--- config.mk ---
export PLATFORM = sky130hd
export DESIGN_NAME = lfm_phase_accum_gen
export DESIGN_NICKNAME = d
export VERILOG_FILES = /design/src/rtl/lfm_phase_accum_gen.sv
export SDC_FILE = /design/constraint.sdc
export NUM_CORES = 1
export LEC_CHECK = 0
export CAP_MARGIN = 20
export CORE_ASPECT_RATIO = 1.2
export CORE_MARGIN = 8
export CORE_UTILIZATION = 57
export DETAILED_ROUTE_END_ITERATION = 7
export GPL_ROUTABILITY_DRIVEN = 0
export PLACE_DENSITY = 0.78
export SLEW_MARGIN = 25
export SYNTH_ARGS = -nofsm -noshare
export SYNTH_HDL_FRONTEND = slang
export SYNTH_SLANG_ARGS = --single-unit
--- constraint.sdc ---
create_clock -name CLK -period 4.8 [get_ports CLK]
set_input_delay 0.96 -clock CLK [delete_from_list [all_inputs] [get_ports CLK]]
set_output_delay 0.96 -clock CLK [all_outputs]
set_load 0.1 [all_outputs]
--- src/rtl/lfm_phase_accum_gen.sv ---
// DDS phase/frequency accumulator producing a burst of CW or LFM pulses as sine-ROM addresses.
// Optional LFM_PHASE_DITHER_EN adds an LFSR dither below the address bits before truncation.
module lfm_phase_accum_gen #(
   parameter int PHASE_W  = 32,
   parameter int ADDR_W   = 12,
   parameter int CNT_W    = 27,
   parameter int NIMP_W   = 5,
   parameter int DITHER_W = 8
) (
   input  logic                CLK,
   input  logic                RESET_N,
   input  logic [1:0]          SIGNAL_MODE,
   input  logic [PHASE_W-1:0]  FREQ_START,
   input  logic [PHASE_W-1:0]  FREQ_STEP,
   input  logic [CNT_W-1:0]    IMP_SAMPLES,
   input  logic [CNT_W-1:0]    PERIOD_SAMPLES,
   input  logic [NIMP_W-1:0]   NUM_OF_IMP,
   input  logic                SIGN_START_GEN,
   input  logic                ABORT,
   input  logic                OUT_REG_READY,
   output logic [ADDR_W-1:0]   ROM_ADDRESS,
   output logic                SAMPLE_VALID,
   output logic                GATE,
   output logic                SIGN_START_CALC,
   output logic                SIGN_STOP_CALC,
   output logic                BUSY,
   output logic                CFG_ERR
);

   typedef enum logic [1:0] {IDLE, LOAD, RUN} state_t;

   state_t              state_reg, state_next;
   logic [1:0]          mode_reg, mode_next;
   logic [PHASE_W-1:0]  freq_start_reg, freq_start_next;
   logic [PHASE_W-1:0]  freq_step_reg, freq_step_next;
   logic [CNT_W-1:0]    imp_reg, imp_next;
   logic [CNT_W-1:0]    period_reg, period_next;
   logic [NIMP_W-1:0]   nimp_reg, nimp_next;
   logic [PHASE_W-1:0]  phase_reg, phase_next;
   logic [PHASE_W-1:0]  freq_reg, freq_next;
   logic [CNT_W-1:0]    k_reg, k_next;
   logic [NIMP_W-1:0]   pulse_reg, pulse_next;
   logic [ADDR_W-1:0]   addr_reg, addr_next;
   logic                valid_reg, valid_next;
   logic                gate_reg, gate_next;
   logic                start_calc_reg, start_calc_next;
   logic                stop_calc_reg, stop_calc_next;
   logic                busy_reg, busy_next;
   logic                cfg_err_reg, cfg_err_next;

   logic                advance;
   logic                in_pulse;
   logic                last_sample;
   logic                period_end;
   logic [ADDR_W-1:0]   pulse_addr;

`ifdef LFM_PHASE_DITHER_EN
   // Galois right-shift feedback masks for maximal-length sequences
   function automatic logic [31:0] lfsr_mask(input int w);
      case (w)
         4:       return 32'h0000_000C;
         5:       return 32'h0000_0014;
         6:       return 32'h0000_0030;
         7:       return 32'h0000_0060;
         10:      return 32'h0000_0240;
         12:      return 32'h0000_0E08;
         16:      return 32'h0000_B400;
         default: return 32'h0000_00B8;
      endcase
   endfunction

   localparam logic [DITHER_W-1:0] LFSR_MASK = DITHER_W'(lfsr_mask(DITHER_W));
   localparam int DITHER_SHIFT = PHASE_W - ADDR_W - DITHER_W;

   logic [DITHER_W-1:0] lfsr_reg;
   logic [PHASE_W-1:0]  dither_phase;

   always_ff @(posedge CLK or negedge RESET_N) begin
      if (!RESET_N)
         lfsr_reg <= DITHER_W'(1);
      else
         lfsr_reg <= (lfsr_reg >> 1) ^ (lfsr_reg[0] ? LFSR_MASK : '0);
   end

   assign dither_phase = phase_reg + (PHASE_W'(lfsr_reg) << DITHER_SHIFT);
   assign pulse_addr   = dither_phase[PHASE_W-1 -: ADDR_W];
`else
   assign pulse_addr   = phase_reg[PHASE_W-1 -: ADDR_W];
`endif

   assign advance     = !valid_reg || OUT_REG_READY;
   assign in_pulse    = k_reg < imp_reg;
   assign last_sample = (pulse_reg == nimp_reg - NIMP_W'(1)) && (k_reg == imp_reg - CNT_W'(1));
   assign period_end  = k_reg == period_reg - CNT_W'(1);

   always_comb begin
      state_next      = state_reg;
      mode_next       = mode_reg;
      freq_start_next = freq_start_reg;
      freq_step_next  = freq_step_reg;
      imp_next        = imp_reg;
      period_next     = period_reg;
      nimp_next       = nimp_reg;
      phase_next      = phase_reg;
      freq_next       = freq_reg;
      k_next          = k_reg;
      pulse_next      = pulse_reg;
      addr_next       = addr_reg;
      valid_next      = valid_reg;
      gate_next       = gate_reg;
      start_calc_next = start_calc_reg;
      stop_calc_next  = stop_calc_reg;
      busy_next       = busy_reg;
      cfg_err_next    = 1'b0;

      if (ABORT) begin
         state_next      = IDLE;
         mode_next       = '0;
         freq_start_next = '0;
         freq_step_next  = '0;
         imp_next        = '0;
         period_next     = '0;
         nimp_next       = '0;
         phase_next      = '0;
         freq_next       = '0;
         k_next          = '0;
         pulse_next      = '0;
         addr_next       = '0;
         valid_next      = 1'b0;
         gate_next       = 1'b0;
         start_calc_next = 1'b0;
         stop_calc_next  = 1'b0;
         busy_next       = 1'b0;
      end else begin
         case (state_reg)
            IDLE: begin
               if (SIGN_START_GEN) begin
                  mode_next       = SIGNAL_MODE;
                  freq_start_next = FREQ_START;
                  freq_step_next  = FREQ_STEP;
                  imp_next        = IMP_SAMPLES;
                  period_next     = (PERIOD_SAMPLES > IMP_SAMPLES) ? PERIOD_SAMPLES : IMP_SAMPLES;
                  nimp_next       = NUM_OF_IMP;
                  if (IMP_SAMPLES == '0 || NUM_OF_IMP == '0) begin
                     cfg_err_next = 1'b1;
                  end else begin
                     state_next = LOAD;
                     busy_next  = 1'b1;
                  end
               end
            end
            LOAD: begin
               phase_next = '0;
               freq_next  = freq_start_reg;
               k_next     = '0;
               pulse_next = '0;
               state_next = RUN;
            end
            RUN: begin
               if (advance) begin
                  if (valid_reg && stop_calc_reg) begin
                     // final sample has just been accepted
                     state_next      = IDLE;
                     addr_next       = '0;
                     valid_next      = 1'b0;
                     gate_next       = 1'b0;
                     start_calc_next = 1'b0;
                     stop_calc_next  = 1'b0;
                     busy_next       = 1'b0;
                  end else begin
                     valid_next      = 1'b1;
                     gate_next       = in_pulse;
                     addr_next       = in_pulse ? pulse_addr : '0;
                     start_calc_next = (pulse_reg == '0) && (k_reg == '0);
                     stop_calc_next  = last_sample;
                     if (in_pulse) begin
                        phase_next = phase_reg + freq_reg;
                        case (mode_reg)
                           2'd1:    freq_next = freq_reg + freq_step_reg;
                           2'd2:    freq_next = freq_reg - freq_step_reg;
                           2'd3:    freq_next = (k_reg < (imp_reg >> 1)) ? freq_reg + freq_step_reg
                                                                         : freq_reg - freq_step_reg;
                           default: freq_next = freq_reg;
                        endcase
                     end
                     // each pulse restarts phase and frequency coherently
                     if (period_end) begin
                        k_next     = '0;
                        phase_next = '0;
                        freq_next  = freq_start_reg;
                        pulse_next = pulse_reg + NIMP_W'(1);
                     end else begin
                        k_next = k_reg + CNT_W'(1);
                     end
                  end
               end
            end
            default: state_next = IDLE;
         endcase
      end
   end

   always_ff @(posedge CLK or negedge RESET_N) begin
      if (!RESET_N) begin
         state_reg      <= IDLE;
         mode_reg       <= '0;
         freq_start_reg <= '0;
         freq_step_reg  <= '0;
         imp_reg        <= '0;
         period_reg     <= '0;
         nimp_reg       <= '0;
         phase_reg      <= '0;
         freq_reg       <= '0;
         k_reg          <= '0;
         pulse_reg      <= '0;
         addr_reg       <= '0;
         valid_reg      <= 1'b0;
         gate_reg       <= 1'b0;
         start_calc_reg <= 1'b0;
         stop_calc_reg  <= 1'b0;
         busy_reg       <= 1'b0;
         cfg_err_reg    <= 1'b0;
      end else begin
         state_reg      <= state_next;
         mode_reg       <= mode_next;
         freq_start_reg <= freq_start_next;
         freq_step_reg  <= freq_step_next;
         imp_reg        <= imp_next;
         period_reg     <= period_next;
         nimp_reg       <= nimp_next;
         phase_reg      <= phase_next;
         freq_reg       <= freq_next;
         k_reg          <= k_next;
         pulse_reg      <= pulse_next;
         addr_reg       <= addr_next;
         valid_reg      <= valid_next;
         gate_reg       <= gate_next;
         start_calc_reg <= start_calc_next;
         stop_calc_reg  <= stop_calc_next;
         busy_reg       <= busy_next;
         cfg_err_reg    <= cfg_err_next;
      end
   end

   assign ROM_ADDRESS     = addr_reg;
   assign SAMPLE_VALID    = valid_reg;
   assign GATE            = gate_reg;
   assign SIGN_START_CALC = start_calc_reg;
   assign SIGN_STOP_CALC  = stop_calc_reg;
   assign BUSY            = busy_reg;
   assign CFG_ERR         = cfg_err_reg;

endmodule

-- After elaboration in Yosys (flattened, before gate mapping)
Index checks and enable logic that the tools add are counted.
- flip-flop bits (word level): 241
- input port bits: 130
- output and inout bits: 18
- logic and storage cells: 150
- add/sub/neg operators: 8
- order comparisons: 3
- equality and inequality tests: 16
- muxes and demuxes: 80
- reductions and logical operators: 25
- operators with widths (kind ; number):
    $mux W32 ; 17
    $mux W27 ; 11
    $pmux W32 S2 ; 2
    $pmux W32 S3 ; 1
    $add A32 B32 Y32 ; 2
    $mux W12 ; 5
    $eq A27 B27 Y1 ; 2
    $logic_not A27 Y1 ; 2
    $pmux W27 S2 ; 1
    $sub A27 B1 Y27 const B ; 2
    $mux W5 ; 7
    $sub A32 B32 Y32 ; 1
    $add A27 B1 Y27 const B ; 1
    $gt A27 B27 Y1 ; 1
    $lt A27 B26 Y1 ; 1
    $lt A27 B27 Y1 ; 1
    $mux W1 ; 25
    $ne A3 B3 Y1 const B ; 6
    $mux W2 ; 8
    $reduce_and A4 Y1 ; 3
    $logic_not A5 Y1 ; 2
    $pmux W5 S2 ; 1
    $reduce_and A5 Y1 ; 2
    $reduce_bool A2 Y1 ; 4
    other kinds (16) ; 24

-- Longest topological paths before layout
- depth in word-level cells: 9
- depth in mapped cells: 15
- mapped depth without buffers: 14

-- Worst setup path before layout
Ideal clock, no wire load.
- kind: reg-to-reg
- from: reg period_reg[0]
- to: reg phase_reg[16]
- arrival time: 3.412 ns
- setup slack: 1.267 ns
- cell stages (with the launch flop): 14
- buffers on the path: 4
- clock period less this slack: 3.533 ns
- path through: dfrtp_1 > or4_1 > buf_2 > or4_4 > buf_6 > nor4_4 > a21oi_2 > a2111oi_4 > nand4_1 > o21a_2 > a21o_1 > buf_2 > buf_6 > a22o_1
- cells in the longest elaborated chain, start to end: 7
- elaborated cells on any way between the ends: 9
- those cells by class: add/sub: 1; eq/ne: 2; mux: 5; reduce/logical: 1
- RTL lines (what ; RTL line ; RTL):
    start, declared ; 37 ; logic [CNT_W-1:0] period_reg, period_next;
    start signal, assigned ; 229 ; period_reg <= period_next;
    $sub A27 B1 Y27 * ; 94 ; assign period_end = k_reg == period_reg - CNT_W'(1);
    $eq A27 B27 Y1 * ; 94 ;
    $mux W32 ; 187 ; if (period_end) begin
    $mux W32 ; 161 ; if (valid_reg && stop_calc_reg) begin
    $mux W32 ; 160 ; if (advance) begin
    $pmux W32 S2 ; 135 ; case (state_reg)
    $mux W32 ; 116 ; if (ABORT) begin
    end signal, assigned ; 231 ; phase_reg <= phase_next;
    end, declared ; 39 ; logic [PHASE_W-1:0] phase_reg, phase_next;
Every way passes the cells marked *; elsewhere a longest branch is shown, timed or not. The select of a mux whose other input is x is not followed.
A chain may end at the register's enable or synchronous reset.

-- Worst setup path in the final report
- from: reg period_reg[4]
- to: reg freq_reg[18]
- cells in the longest elaborated chain, start to end: 7
- elaborated cells on any way between the ends: 10
- those cells by class: add/sub: 1; eq/ne: 3; mux: 5; reduce/logical: 1
- RTL lines (what ; RTL line ; RTL):
    $sub A27 B1 Y27 * ; 94 ;
    $eq A27 B27 Y1 * ; 94 ;
    $mux W32 ; 187 ;
    $mux W32 ; 161 ;
    $mux W32 ; 160 ;
    $pmux W32 S2 ; 135 ;
    $mux W32 ; 116 ;
    end signal, assigned ; 232 ; freq_reg <= freq_next;
    end, declared ; 40 ; logic [PHASE_W-1:0] freq_reg, freq_next;
Marked as above.

==> flow_summary.toml <==
[final_layout]
antenna_cells = 0
final_cell_mix = "241 x dfrtp_1, 229 x nand2_1, 181 x ha_1"
regArea_um2 = 6031
n_fill_cell = 2656
final_cells = 2674
final_common_cell = "dfrtp_1"
fin_nets = 2559
syn_to_final_growth_pct = 14.12
multiInputGateArea_um2 = 11740
drive_above_1_share_pct = 6.101

[die]
die_h_um = 214.8
dieArea_um2 = 39030
ios = 148
std_cell_rows = 73
start_util_pct = 57.26
die_width_um = 181.7
core_region_area_um2 = 32790

[sta]
slew_viol_final = 0
setup-violations-final = 0
min_period_ns = 4.510
tns_ns = 0
worst_slew_pin_slew_ns = 1.085
whs_ns = 0.3916
fmax_ghz = 0.2218
rsz0062_at_grt = "false"
skew_ns = 0.01417
slew_headroom_pct = 27.04
finalHoldViolations = 0
period_share_pct = 93.95

[power]
p_per_area_nw_per_um2 = 293.0
fin_total_pwr_uw = 6278
peakVddDrop_mv = 0.2922
leakagePower_uw = 0.009943

[placed_design]
place_inst = 2627
dpl.hpwl_mm = 42.25
port_buffers = 147

[clocking]
ctsHoldBuffers = 0
cts_setup_buffers = 0
htreeDepth = 1
cts_buffers = 27
cts_tree = "built"
cts-resized-gates = 0
clk_pin_slew_worst_paths_ns = 0.06
cts.sinks = 241
insertion_delay_ns = 0.55
cts.path.max_buffers = 3
cts-root-buf = "clkbuf_16"

[setup_path]
crit_type = "register to register"
cp-end-kind = "register"
cp-start-kind = "register"
startpoint = "period_reg[4]"
arrival_ns = 4.97
path_max_fanout = 24
crit_required_ns = 5.26
timing.rr.start = "period_reg[4]"

[grt]
track_usage_pct = 28.13
grt_pass1_vias = 17880
antenna_found_initial = 0
overflow = 0
grt_pass1_wl_mm = 91.51
grt_max_degree = 105

[route]
routed_wl_mm = 55.82
dr.pass1.iters = 5
wl_per_cell_um = 20.88
drc_errors = 0
dr.first_iter.drc_count = 1419
ant_nets = 0
vias_per_cell = 6.576
num_vias = 17590

[synthesis]
ys_seq_elements = 241
synth_area_per_cell_um2 = 8.692
ys_top_cells_by_area = "dfrtp_1 32%, ha_1 12%, a22o_1 5.2%"
synth_ff_type = "dfrtp_1"
syn_inst = 2160
synth_edf_count = 0
ys_warn_count = 0
ys_types = 83
synth_nets = 2474
synth_top_area_share_pct = 32.12
syn_area_um2 = 18770
async_flop_share_pct = 100.0
yosysSeqAreaShare_pct = 32.12
yosysTopAreaCell = "dfrtp_1"

[job]
drv_cap = 0

[outcome]
status = "complete, no violations"

[hold_path]
hold_path_class = "primary input to asynchronous set/reset pin"
## where the power goes
group | internal [uW] | total, uW | leakage (uW) | switching (uW)
sequential | 2150 | 2320 | 0.00328 | 170
clock | 1240 | 2090 | 0.000433 | 846
combinational | 759 | 1870 | 0.00623 | 1110
## layout make-up
cell class              instances  area share [%]
multi-input cells            1661           54.80
flip-flops and latches        241           28.15
repair buffers                180           8.182
clock buffers                  39           3.691
well taps                     412           2.406
inverters                     134           2.348
clock inverters                 7          0.4263
## critical path, stage by stage, from the launching register on
cell and delay [ns]:
dfrtp_1 0.44, or4_1 0.82, nor4_1 0.50, nor4b_1 0.57, or4b_2 0.24, o211ai_1 0.08
a41oi_1 0.36, o21a_2 0.41, a21o_1 0.52, buf_12 0.24, a21oi_1 0.06, a21oi_1 0.17
## stage by stage
stage	setup slack, ns	cell area (um^2)	utilization, %
final	0.2904	21430	65.34
after global routing	0.02241	21430	65.34
after CTS	0.3206	21410	65.31
after detailed placement	0.3475	20530	62.62
after global placement	0.5204	20530	62.62
after floorplan	1.267	18770	-
## cells in the mapped netlist, drive strengths merged (12+ instances only)
library cell    n
and3           14
o21a           14
nand2b         20
dfrtp         241
a22o          111
a21o           53
nand4          66
nor2          142
a211o          12
o211ai         44
nor3           37
xor2           42
o31a           14
clkbuf         98
nand3          41
ha            181
nor4           32
buf            26
or3            14
a221o          15
and2           15
o21bai         13
o31ai          28
a211oi         17
nand2         229
xnor2          79
or4            12
a31oi          12
nor2b          24
o21ai          78
inv           134
a21oi         152
## per-layer routing
metal,part of all wire [%],wire length (um),vias up,track usage [%]
li1,-,-,8121,-
met1,37,20790,8466,31.69
met2,50,28080,765,50.26
met3,6.1,3425,233,3.848
met4,6.3,3532,0,15.98
met5,0,0,-,0
## path summary, 6_finish.rpt
kind                                  to  cells after the start  slack, ns
setup / recovery            freq_reg[18]                     11       0.29
hold / removal             period_reg[8]                      1       0.39
setup reg to reg            freq_reg[18]                     11       0.29
hold reg to reg                     GATE                      1       0.50
max in group asynchronous   freq_reg[22]                      2       3.30
min in group CLK                    GATE                      1       0.50
## logic make-up after synthesis
group,synth area share (%)
and+or+nand+nor,17.82
AOI/OAI and AO/OA,25.64
buffers and inverters,5.558
DFF,32.12
adders and majority gates,12.38
xor gates and xnor gates,5.645
muxes,0.8264
No activity file was read; power rests on OpenSTA's default activity.
